<file path="src/rtl/audio_sample_scheduler.sv">
// Sample-rate scheduler for the audio PWM generator: buffers producer samples in a FIFO,
// releases one per sample tick with power-of-two volume scaling around midscale.
module audio_sample_scheduler #(
  parameter int unsigned CLK_DIV     = 12500,
  parameter int unsigned FIFO_DEPTH  = 16,
  parameter int unsigned PRIME_LEVEL = 8,
  parameter logic [7:0]  MIDSCALE    = 8'h80
) (
  input  logic                          clk,
  input  logic                          reset,
  input  logic                          enable,
  input  logic                          wr_valid,
  input  logic [7:0]                    wr_data,
  output logic                          wr_ready,
  input  logic [1:0]                    volume,
  input  logic                          clr_underflow,
  output logic [7:0]                    music_data,
  output logic                          sample_tick,
  output logic                          playing,
  output logic                          underflow,
  output logic [$clog2(FIFO_DEPTH):0]   fifo_level
);

  localparam int unsigned AW = $clog2(FIFO_DEPTH);
  localparam int unsigned DW = (CLK_DIV > 1) ? $clog2(CLK_DIV) : 1;

  localparam logic [DW-1:0] DIV_LAST  = DW'(CLK_DIV - 1);
  localparam logic [DW-1:0] DIV_ONE   = DW'(1);
  localparam logic [AW-1:0] PTR_ONE   = AW'(1);
  localparam logic [AW:0]   LVL_ONE   = (AW+1)'(1);
  localparam logic [AW:0]   LVL_FULL  = (AW+1)'(FIFO_DEPTH);
  localparam logic [AW:0]   LVL_PRIME = (AW+1)'(PRIME_LEVEL);

  typedef enum logic [1:0] {
    StIdle,
    StPrime,
    StPlay
  } state_t;

  // State and storage
  state_t          r_state;
  logic [DW-1:0]   r_div;
  logic [AW-1:0]   r_wr_ptr;
  logic [AW-1:0]   r_rd_ptr;
  logic [AW:0]     r_level;
  logic [7:0]      r_music;
  logic            r_underflow;
  logic            r_playing;
  logic [7:0]      r_mem [FIFO_DEPTH];

  // Next-state and decode
  state_t          w_state_nxt;
  logic [DW-1:0]   w_div_nxt;
  logic [7:0]      w_music_nxt;
  logic            w_underflow_set;
  logic            w_flush;
  logic            w_tick;
  logic            w_full;
  logic            w_empty;
  logic            w_push;
  logic            w_pop;
  logic signed [8:0] w_diff;
  logic signed [8:0] w_atten;
  logic [7:0]      w_scaled;

  assign w_tick  = (r_state == StPlay) && (r_div == DIV_LAST);
  assign w_full  = (r_level == LVL_FULL);
  assign w_empty = (r_level == '0);

  // A full FIFO still accepts a write on a tick edge because the head leaves on that edge.
  assign wr_ready = (r_state != StIdle) && (!w_full || (w_tick && r_playing));
  assign w_push   = wr_valid && wr_ready && enable;
  assign w_pop    = w_tick && r_playing && !w_empty && enable;

  // Centre on midscale, arithmetic-shift attenuate, re-bias; range keeps the result in 8 bits.
  assign w_diff   = $signed({1'b0, r_mem[r_rd_ptr]}) - 9'sd128;
  assign w_atten  = w_diff >>> volume;
  assign w_scaled = 8'(w_atten + 9'sd128);

  always_comb begin
    w_state_nxt     = r_state;
    w_div_nxt       = r_div;
    w_music_nxt     = r_music;
    w_underflow_set = 1'b0;
    w_flush         = 1'b0;
    if (!enable) begin
      w_state_nxt = StIdle;
      w_div_nxt   = '0;
      w_music_nxt = MIDSCALE;
      w_flush     = 1'b1;
    end else begin
      unique case (r_state)
        StIdle: begin
          w_state_nxt = StPrime;
          w_div_nxt   = '0;
          w_music_nxt = MIDSCALE;
          w_flush     = 1'b1;
        end
        StPrime: begin
          w_div_nxt   = '0;
          w_music_nxt = MIDSCALE;
          if (r_level >= LVL_PRIME) begin
            w_state_nxt = StPlay;
          end
        end
        StPlay: begin
          if (w_tick) begin
            w_div_nxt = '0;
            if (w_empty) begin
              w_music_nxt     = MIDSCALE;
              w_underflow_set = 1'b1;
              w_state_nxt     = StPrime;
            end else begin
              w_music_nxt = w_scaled;
            end
          end else begin
            w_div_nxt = r_div + DIV_ONE;
          end
        end
        default: begin
          w_state_nxt = StIdle;
          w_div_nxt   = '0;
          w_music_nxt = MIDSCALE;
          w_flush     = 1'b1;
        end
      endcase
    end
  end

  always_ff @(posedge clk or negedge reset) begin
    if (!reset) begin
      r_state   <= StIdle;
      r_div     <= '0;
      r_music   <= MIDSCALE;
      r_playing <= 1'b0;
    end else begin
      r_state   <= w_state_nxt;
      r_div     <= w_div_nxt;
      r_music   <= w_music_nxt;
      r_playing <= (w_state_nxt == StPlay);
    end
  end

  // Sticky flag; a new underflow outranks a simultaneous clear.
  always_ff @(posedge clk or negedge reset) begin
    if (!reset) begin
      r_underflow <= 1'b0;
    end else if (w_underflow_set) begin
      r_underflow <= 1'b1;
    end else if (clr_underflow) begin
      r_underflow <= 1'b0;
    end
  end

  always_ff @(posedge clk or negedge reset) begin
    if (!reset) begin
      r_wr_ptr <= '0;
      r_rd_ptr <= '0;
      r_level  <= '0;
    end else if (w_flush) begin
      r_wr_ptr <= '0;
      r_rd_ptr <= '0;
      r_level  <= '0;
    end else begin
      if (w_push) begin
        r_wr_ptr <= r_wr_ptr + PTR_ONE;
      end
      if (w_pop) begin
        r_rd_ptr <= r_rd_ptr + PTR_ONE;
      end
      if (w_push && !w_pop) begin
        r_level <= r_level + LVL_ONE;
      end else if (w_pop && !w_push) begin
        r_level <= r_level - LVL_ONE;
      end
    end
  end

  always_ff @(posedge clk) begin
    if (w_push) begin
      r_mem[r_wr_ptr] <= wr_data;
    end
  end

  assign music_data  = r_music;
  assign sample_tick = w_tick;
  assign playing     = r_playing;
  assign underflow   = r_underflow;
  assign fifo_level  = r_level;

endmodule

</file>
<file path="config.mk">
export PLATFORM = sky130hd
export DESIGN_NAME = audio_sample_scheduler
export DESIGN_NICKNAME = d
export VERILOG_FILES = /design/src/rtl/audio_sample_scheduler.sv
export SDC_FILE = /design/constraint.sdc
export NUM_CORES = 1
export LEC_CHECK = 0
export ABC_CLOCK_PERIOD_IN_PS = 3990
export CORE_ASPECT_RATIO = 0.5
export CORE_MARGIN = 2
export CORE_UTILIZATION = 35
export CTS_CLUSTER_DIAMETER = 30
export DETAILED_ROUTE_END_ITERATION = 6
export GPL_TIMING_DRIVEN = 0
export HOLD_SLACK_MARGIN = 0.15
export REMOVE_ABC_BUFFERS = 1
export SYNTH_ARGS = -nofsm -noshare
export SYNTH_HDL_FRONTEND = slang
export SYNTH_SLANG_ARGS = --single-unit
</file>
<file path="constraint.sdc">
create_clock -name clk -period 3.99 [get_ports clk]
set_input_delay 0.798 -clock clk [delete_from_list [all_inputs] [get_ports clk]]
set_output_delay 0.798 -clock clk [all_outputs]
set_load 0.05 [all_outputs]
</file>
# ---- After elaboration in Yosys (flattened, before gate mapping)
# Memories as Yosys holds them, arrays and structs flattened.
# Cells that the tools add are included.
dict set report classes {
  addsub 7
  n_lt_le_gt_ge 1
  shift 1
  n_eq_ne 6
  mux 29
  bitwise 0
  reduce_logical 22
  n_div 0
  n_mul 0
}
# cell n
set ops {}
lappend ops {{$mux W14} 3}
lappend ops {{$mux W8} 4}
lappend ops {{$mux W4} 4}
lappend ops {{$mux W5} 3}
lappend ops {{$add A14 B1 Y14 const B} 1}
lappend ops {{$eq A14 B14 Y1 const B} 1}
lappend ops {{$mux W1} 10}
lappend ops {{$logic_and A1 B1 Y1} 9}
lappend ops {{$sshr A9 B2 Y8} 1}
lappend ops {{$sub A8 B8 Y9 const B} 1}
lappend ops {{$add A4 B1 Y4 const B} 2}
lappend ops {{$add A8 B8 Y8 const B} 1}
lappend ops {{$mux W2} 4}
lappend ops {{$reduce_bool A2 Y1} 4}
lappend ops {{$pmux W2 S3} 1}
lappend ops {{$add A5 B1 Y5 const B} 1}
lappend ops {{$eq A5 B5 Y1 const B} 1}
lappend ops {{$ge A5 B4 Y1 const B} 1}
lappend ops {{$logic_not A5 Y1} 1}
lappend ops {{$sub A5 B1 Y5 const B} 1}
lappend ops {{$eq A2 B2 Y1 const B} 2}
lappend ops {{$logic_not A1 Y1} 4}
lappend ops {{$ne A3 B3 Y1 const B} 1}
lappend ops {{$reduce_bool A3 Y1} 1}
lappend ops {{4 further kinds} 4}
dict set report totals {
  out_inout_bits 17
  in_bits 15
  wordCells 75
  reg_bits 39
  latch_bits 0
  n_memories 1
  mem_bits_rw 128
  romBits 0
}
# memory words width read_ports rd_ports_with_merged_regs wr line_no
set mem_list {}
lappend mem_list {r_mem 16 8 1 0 1 49} ;# logic [7:0] r_mem [FIFO_DEPTH];

# ---- Longest topological paths before layout
# Gate-level depths: netlist of run 1.
dict set report logic_depth {
  word_depth 12
  ltp_mapped 12
  mapped_depth_nobuf 12
}

# ---- Worst setup path after synthesis of run 1
# OpenSTA, ideal clock, no wires.
dict set report synth_path {
  path_kind {reg-to-reg}
  from {register r_level[0], in the netlist fifo_level[0]}
  to {register r_level[4], in the netlist fifo_level[4]}
  arrival_time_ns 3.012
  setup_slack_ns 0.892
  synth_period_minus_slack_ns 3.098
  stages_incl_launch_ff 11
  setup_time_ns 0.086
  cell_sequence {dfrtp_1 > or4_1 > o21a_1 > nand4_2 > nand2_1 > fa_1 > a21o_1 > a21o_1 > and3_1 > o21a_1 > nor3_1}
}
dict set report synth_between {
  elab_chain_cells 9
}
# item line_no
set synth_lines {}
lappend synth_lines {{from (decl)} 45} ;# logic [AW:0] r_level;
lappend synth_lines {{from (signal assigned)} 172} ;# r_level <= r_level + LVL_ONE;
lappend synth_lines {{from (signal assigned)} 174} ;# r_level <= r_level - LVL_ONE;
lappend synth_lines {{branches (longest 9 deep; another with $sub A5 B1 Y5)} n/a}
# Parallel ways; which one is timed is not known. The select of a mux whose other input is x is not followed.
# A chain may end at the register's enable or synchronous reset.

# ---- Worst setup path after layout of run 1
dict set report layout_path {
  from {register r_state[0]}
  to {output wr_ready}
}
dict set report layout_between {
  elab_chain_cells 5
}
# item line_no
set layout_lines {}
lappend layout_lines {{from (decl)} 41} ;# state_t r_state;
lappend layout_lines {{from (signal assigned)} 132} ;# r_state <= StIdle;
lappend layout_lines {{from (signal assigned)} 137} ;# r_state <= w_state_nxt;
lappend layout_lines {{$eq A2 B2 Y1} 66} ;# assign w_tick = (r_state == StPlay) && (r_div == DIV_LAST);
lappend layout_lines {{$logic_and A1 B1 Y1} 66}
lappend layout_lines {{$logic_and A1 B1 Y1} 71} ;# assign wr_ready = (r_state != StIdle) && (!w_full || (w_tick && r_playing));
lappend layout_lines {{$logic_or A1 B1 Y1} 71}
lappend layout_lines {{$logic_and A1 B1 Y1 *} 71}
lappend layout_lines {{to (decl)} 14} ;# output logic wr_ready,
# Mark *: on every way between the ends. The rest lies on a longest branch, timed or not.

==> metrics.cfg, run 1 <==
[status]
status = finished, final reports clean

[cells_and_area]
multi_input_area_um2 = 2520
final_core_util_pct = 41.6
regArea_um2 = 4820
drive_gt1_share_pct = 12.9
nets = 545
num_antenna_cells = 0
areaGrowthSynthToFinish_pct = 15.2
nFillCells = 1850

[power]
power.clock.fraction_pct = 44.8
netSwitchingFraction_pct = 23.6
p_seq_share_pct = 52.2
power_leakage_nw = 2.95
ir_drop_mv = 0.241
p_per_area_nw_per_um2 = 416
combPwrFrac_pct = 3.0
switching_power_uw = 850
total_power_mw = 3.60
power.internal_mw = 2.75

[global_route]
busiest_layer = met2
gr-usage-met1_pct = 19.7
antenna_found_initial = 0
gr-usage-met3_pct = 3.59
grt_pass1_wl_mm = 24.1
met2_usage_pct = 22.6
grt_pass1_vias = 4134
overflow = 0
grt_max_degree = 27
track_usage_pct = 14.5

[synthesis]
yosysTopAreaCellShare_pct = 51.2
synth_area_leaders = edfxtp_1, dfrtp_1, mux4_1, mux2i_1, ha_1
synthMuxAreaShare_pct = 13.9
synth.cell_area_um2 = 7510
synth_cell_types = 62
synth_top_family_by_area = multiplexers
avgSynthCellArea_um2 = 15.5
yosys.area_share.xor_xnor_pct = 2.22
ys_seq_area_share_pct = 64.2
ys_ff_latch = 167
synthSimpleGateAreaFrac_pct = 9.79
yosysTopAreaCell = edfxtp_1
synth.most_common_cell = edfxtp_1
synth-adder-area-share_pct = 2.60
synth_common_cells = edfxtp_1, nor2_1, dfrtp_1
syn-instance-count = 484
synth_edf_count = 128
synth_compound_area_share_pct = 4.75
ys_async_sr_fraction_pct = 23.4
synth_warnings = 0
synth_flop_cell = edfxtp_1

[routing]
vias = 4182
remaining_drc_errors = 0
wl_per_cell_um = 19.2
ant_nets = 0
vias_per_cell = 5.22
wl_mm = 15.4
drt_iter0_markers = 287
drt_pass1_iterations = 4

[worst_setup_path]
worstSetupEndpointType = output port
start_kind = flip-flop
ff2ff_path_depth = 12
worstReg2RegStart = r_state[0]
worstPathCellList = inv_1 > ha_1 > and4_1 > nand4_1 > a21oi_1 > clkdlybuf4s50_1
cp_slowest_cell = clkdlybuf4s50_1
path_delay_family = buffers and inverters
path_max_fanout = 13
rrSetupSlack_ns = 0.49
worst_ep_arrival_time_ns = 2.91
cp.required_ns = 3.19
worstReg2RegEnd = fifo_level[4]
path_class = reg2out
cpPeakStageDelay_ns = 0.83
critPathBufInv = 2

[sta]
rsz0062_at_grt = false
final_max_slew_viol_count = 0
tightest_slew_ns = 1.26
layout_worst_path_cycle_share_pct = 92.9
finalHoldViolCount = 0
max_slew_margin_pct = 16.1
finClkSkew_ns = 0.0128
fin_crit_ns = 3.71
fin_tns_setup_ns = 0
max_freq_mhz = 270
setup_viol = 0

[floorplanning]
ioPinCount = 32
die_y_um = 108
rows = 37
core_um2 = 20800
die-width_um = 211
dieArea_um2 = 22700
initial_core_util_pct = 36.1

[clocking]
clock-sinks = 167
h-tree-depth = 4
root_buffer = clkbuf_16
clkLatencyLatePin_ns = 0.43
numCtsBuffers = 17
path_clk_slew_ns = 0.07
cts.hold.buffers_added = 0
cts_tree = done
clk_path_buf_depth = 2

[place]
globalplace.congestion = 0.805
dp_hpwl_mm = 9.98
portBuffers = 31

[run]
drv_cap = 0

[min_path]
hold_path.class = in2async

power groups by stage:
stage	logic [mW]	clock network [mW]	registers [mW]
final	0.107	1.61	1.88
after global routing	0.120	1.72	1.88
after CTS	0.109	1.65	1.88
after detailed placement	0.108	0	1.92
after global placement	0.102	0	1.92
after floorplan	0.0427	0	1.92
layout make-up:
type | count | share of cell area, %
Clock buffer | 17 | 4.91
Clock inverter | 15 | 1.79
Inverter | 10 | 0.434
Multi-Input combinational cell | 286 | 29.1
Sequential cell | 167 | 55.7
Tap cell | 273 | 3.95
Timing Repair Buffer | 33 | 4.08
metrics by stage:
step	instance area [um^2]	hold slack (ns)	std cells	setup WS, ns
after floorplan	7360	0.455	463	0.885
after global placement	8010	0.493	767	-0.105
after detailed placement	8060	0.499	769	-0.0876
after CTS	8640	0.308	801	0.0912
after global routing	8660	0.314	801	0.0802
final	8660	0.297	801	0.284
logic make-up (layout without fill, tap and decap cells):
| family | count (synthesis) | after routing |
|---|---|---|
| flip-flops | 167 | 167 |
| AND/OR/NAND/NOR | 139 | 139 |
| multiplexers | 61 | 61 |
| AO/OA/AOI/OAI | 52 | 52 |
| buffers and inverters | 31 | 75 |
| XOR/XNOR | 19 | 19 |
| adder cells (fa/ha/maj) | 15 | 15 |
layer usage:
layer  part of all wire (%)  vias to the layer above  routed length, um
met1                     48                     2140               7350
met4                    1.2                        0                177
met2                     47                       74               7240
met3                    4.0                       14                621
met5                      0                        -                  0
li1                       -                     1954                  -
sequential cells by signal, summed over array words and instances, names as in the netlist:
register / flops
fifo_level: 5
r_state: 2
underflow: 1
playing: 1
music_data: 8
r_rd_ptr: 4
r_mem: 128
r_wr_ptr: 4
r_div: 14
worst max-delay path by stage:
| stage | from | endpoint | slack [ns] | cells past startpoint |
|---|---|---|---|---|
| 2_1_floorplan | r_state[0] | fifo_level[4] | 0.89 | 12 |
| 3_3_place_gp | enable | r_mem[4][5] | -0.11 | 5 |
| 3_5_place_dp | enable | r_mem[5][7] | -0.09 | 5 |
| 4_1_cts | r_state[0] | r_mem[5][4] | 0.09 | 7 |
| 5_1_grt | r_state[0] | wr_ready | 0.08 | 6 |
| 6_report | r_state[0] | wr_ready | 0.28 | 6 |
what timing repair did:
item | 4_1_cts | 5_1_grt
gates resized for setup | 0 | 1
endpoints found under the setup margin | 0 | 1
buffers inserted | 0 | 0
cell usage in the layout, fill, tap and decap left out, types with 3 or more instances in the layout:
cell | synthesis | routed
clkinv_8 | 0 | 3
nand3b_1 | 4 | 4
nor3b_1 | 5 | 5
nand3_1 | 12 | 12
clkdlybuf4s50_1 | 0 | 30
nor3_1 | 10 | 6
nor2_1 | 42 | 42
inv_6 | 0 | 4
o21ai_0 | 8 | 8
xor2_1 | 14 | 14
or3_1 | 3 | 3
a21oi_1 | 13 | 12
dfrtp_1 | 38 | 37
mux2i_1 | 20 | 20
mux4_1 | 20 | 20
xnor2_1 | 5 | 5
and3_1 | 5 | 5
ha_1 | 14 | 14
nand4_1 | 9 | 9
nand2b_1 | 3 | 3
mux2_2 | 13 | 13
inv_1 | 10 | 10
and4_1 | 3 | 3
nand2_1 | 20 | 20
o22ai_1 | 3 | 3
a21o_1 | 3 | 3
and2_1 | 11 | 11
nor2b_1 | 3 | 3
clkbuf_16 | 0 | 17
inv_8 | 0 | 4
mux4_2 | 6 | 6
nor3_2 | 0 | 4
edfxtp_1 | 128 | 128
worst reg2reg max path: cells and delay by family, from the launching register on:
family | cells | cell delay, ns
simple gates | 5 | 0.99
compound gates | 4 | 0.98
fa+ha+maj | 2 | 0.89
flops | 1 | 0.44
buf+inv | 1 | 0.13
Power figures use the tool's default switching activity.
==> run 2, diff against run 1 <==
- CORE_UTILIZATION: 35 -> 30
==> run 2 against run 1 <==
  * Maximum frequency decreased by 0.69%
  * Critical endpoint unchanged
  * Sequential share of layout area is 0.22 points lower
  * Worst setup slack got worse by 0.026 ns
==> metrics.cfg, run 2 (synthesis results as in run 1) <==
[cells_and_area]
regMostFlops = r_mem  ; unchanged
layout_commonest_cell = edfxtp_1  ; unchanged
areaGrowthSynthToFinish_pct = 15.7  ; was 15.2%
drive_gt1_share_pct = 12.5  ; was 12.9%
num_antenna_cells = 0  ; unchanged
nFillCells = 2261  ; was 1850
nets = 546  ; was 545
largest_register_ffs = 128  ; unchanged
regArea_um2 = 4820  ; unchanged
multi_input_area_um2 = 2520  ; about the same
final_cell_mix = edfxtp_1, nor2_1, dfrtp_1, clkdlybuf4s50_1  ; unchanged

[place]
globalplace.congestion = 0.849  ; was 0.805
portBuffers = 31  ; unchanged
dp_hpwl_mm = 9.95  ; was 9.98 mm

[min_path]
hold_path.class = in2async  ; unchanged

[routing]
wl_mm = 15.3  ; was 15.4 mm
wl_per_cell_um = 17.7  ; was 19.2 um
vias_per_cell = 4.82  ; was 5.22
vias = 4166  ; was 4182
drt_pass1_iterations = 5  ; was 4
remaining_drc_errors = 0  ; unchanged
ant_nets = 0  ; unchanged
drt_iter0_markers = 247  ; was 287

[clocking]
cts.hold.buffers_added = 0  ; unchanged
h-tree-depth = 4  ; unchanged
root_buffer = clkbuf_16  ; unchanged
clock-sinks = 167  ; unchanged
path_clk_slew_ns = 0.07  ; about the same
post-cts-setup-buffer-count = 0  ; unchanged
clkLatencyLatePin_ns = 0.42  ; was 0.43 ns
cts_tree = done  ; unchanged
clk_path_buf_depth = 2  ; unchanged
numCtsBuffers = 17  ; unchanged
cts_resized = 0  ; unchanged

[power]
ir_drop_mv = 0.273  ; was 0.241 mV
p_per_area_nw_per_um2 = 404  ; was 416 nW/um^2
total_power_mw = 3.51  ; was 3.60 mW
power_leakage_nw = 2.93  ; was 2.95 nW

[worst_setup_path]
worstPathCellList = inv_1 > ha_1 > and4_1 > nand4_1 > a21oi_1 > clkdlybuf4s50_1  ; unchanged
path_max_fanout = 13  ; unchanged
ff2ff_path_depth = 12  ; unchanged
rrSetupSlack_ns = 0.44  ; was 0.49 ns
worstReg2RegEnd = fifo_level[4]  ; unchanged
cp_slowest_cell = clkdlybuf4s50_1  ; unchanged
cp.required_ns = 3.19  ; about the same
path_delay_family = buffers and inverters  ; unchanged
cpPeakStageDelay_ns = 0.84  ; was 0.83 ns
worstSetupEndpointType = output port  ; unchanged
critPathBufInv = 2  ; unchanged
worst_ep_arrival_time_ns = 2.93  ; was 2.91 ns
worstReg2RegStart = r_state[0]  ; unchanged
path_class = reg2out  ; unchanged
start_kind = flip-flop  ; unchanged

[floorplanning]
ioPinCount = 32  ; unchanged
core_um2 = 24300  ; was 20800 um^2
rows = 40  ; was 37
die-width_um = 228  ; was 211 um
die_y_um = 116  ; was 108 um
dieArea_um2 = 26400  ; was 22700 um^2
initial_core_util_pct = 30.9  ; was 36.1%

[global_route]
grt_pass1_wl_mm = 24.3  ; was 24.1 mm
overflow = 0  ; unchanged
grt_pass1_vias = 4286  ; was 4134
antenna_found_initial = 1  ; was 0
grt_max_degree = 34  ; was 27
track_usage_pct = 12.2  ; was 14.5%

[status]
status = finished, final reports clean  ; unchanged

[sta]
max_freq_mhz = 268  ; was 270 MHz
whs_ns = 0.299  ; was 0.297 ns
tightest_slew_ns = 1.23  ; was 1.26 ns
fin_crit_ns = 3.73  ; was 3.71 ns
finClkSkew_ns = 0.00937  ; was 0.0128 ns
final_max_slew_viol_count = 0  ; unchanged
finalHoldViolCount = 0  ; unchanged
rsz0062_at_grt = false  ; unchanged
max_slew_margin_pct = 18.2  ; was 16.1%
layout_worst_path_cycle_share_pct = 93.5  ; was 92.9%
setup_viol = 0  ; unchanged

[run]
drv_cap = 0  ; unchanged

-- run 2: changes by cell type in the layout (fill, tap and decap cells not counted) --
cell / change
buf_12: +1
buf_16: -1
buf_2: +1
clkinv_1: +2
clkinv_8: -3
clkinvlp_4: +1
inv_6: +1
inv_8: -1
nor3_1: +1
nor3_2: -1
-- run 2: power breakdown --
| part | total, mW | internal [mW] | switching [mW] |
|---|---|---|---|
| Combinational | 0.107 | 0.0376 | 0.0694 |
| Clock | 1.52 | 0.813 | 0.709 |
| Sequential | 1.88 | 1.88 | 0.00319 |
-- run 2: area by class of cell --
type / instances / share of cell area (%)
Sequential cell: 167 / 55.5
Multi-Input combinational cell: 286 / 29.0
Clock buffer: 17 / 4.89
Tap cell: 336 / 4.84
Timing Repair Buffer: 34 / 4.03
Clock inverter: 15 / 1.37
Inverter: 10 / 0.432
-- run 2: how the worst max path moves through the flow --
stage	endpoint	slack (ns)	startpoint	cells past startpoint
2_1_floorplan	fifo_level[4]	0.89	r_state[0]	12
3_3_place_gp	r_mem[4][5]	-0.14	enable	5
3_5_place_dp	r_mem[5][7]	-0.10	enable	5
4_1_cts	fifo_level[4]	0.13	r_state[0]	12
5_1_grt	wr_ready	0.03	r_state[0]	6
6_report	wr_ready	0.26	r_state[0]	6
-- run 2: stage by stage --
stage                     util [%]  std cells  cell area [um^2]  setup slack [ns]  TNS, ns
final                         35.8        865              8690             0.258        0
after global routing          35.8        865              8690            0.0309        0
after CTS                     35.7        864              8680             0.135        0
after detailed placement      33.5        832              8130            -0.103    -1.41
after global placement        33.3        830              8090            -0.142    -2.10
after floorplan                  -        463              7360             0.885        0
-- run 2: metal layers --
metal,track usage [%],vias to the layer above,part of all wire [%]
met5,0,-,0.085
met4,3.20,2,0.98
met3,3.67,13,4.4
met2,21.0,64,49
met1,15.3,2134,45
li1,-,1953,-
==> run 3, diff against run 2 <==
- CTS_CLUSTER_SIZE: not set -> 25
==> results of run 3 <==
Same layout as run 2: the final DEF is identical, and so are final timing and power.
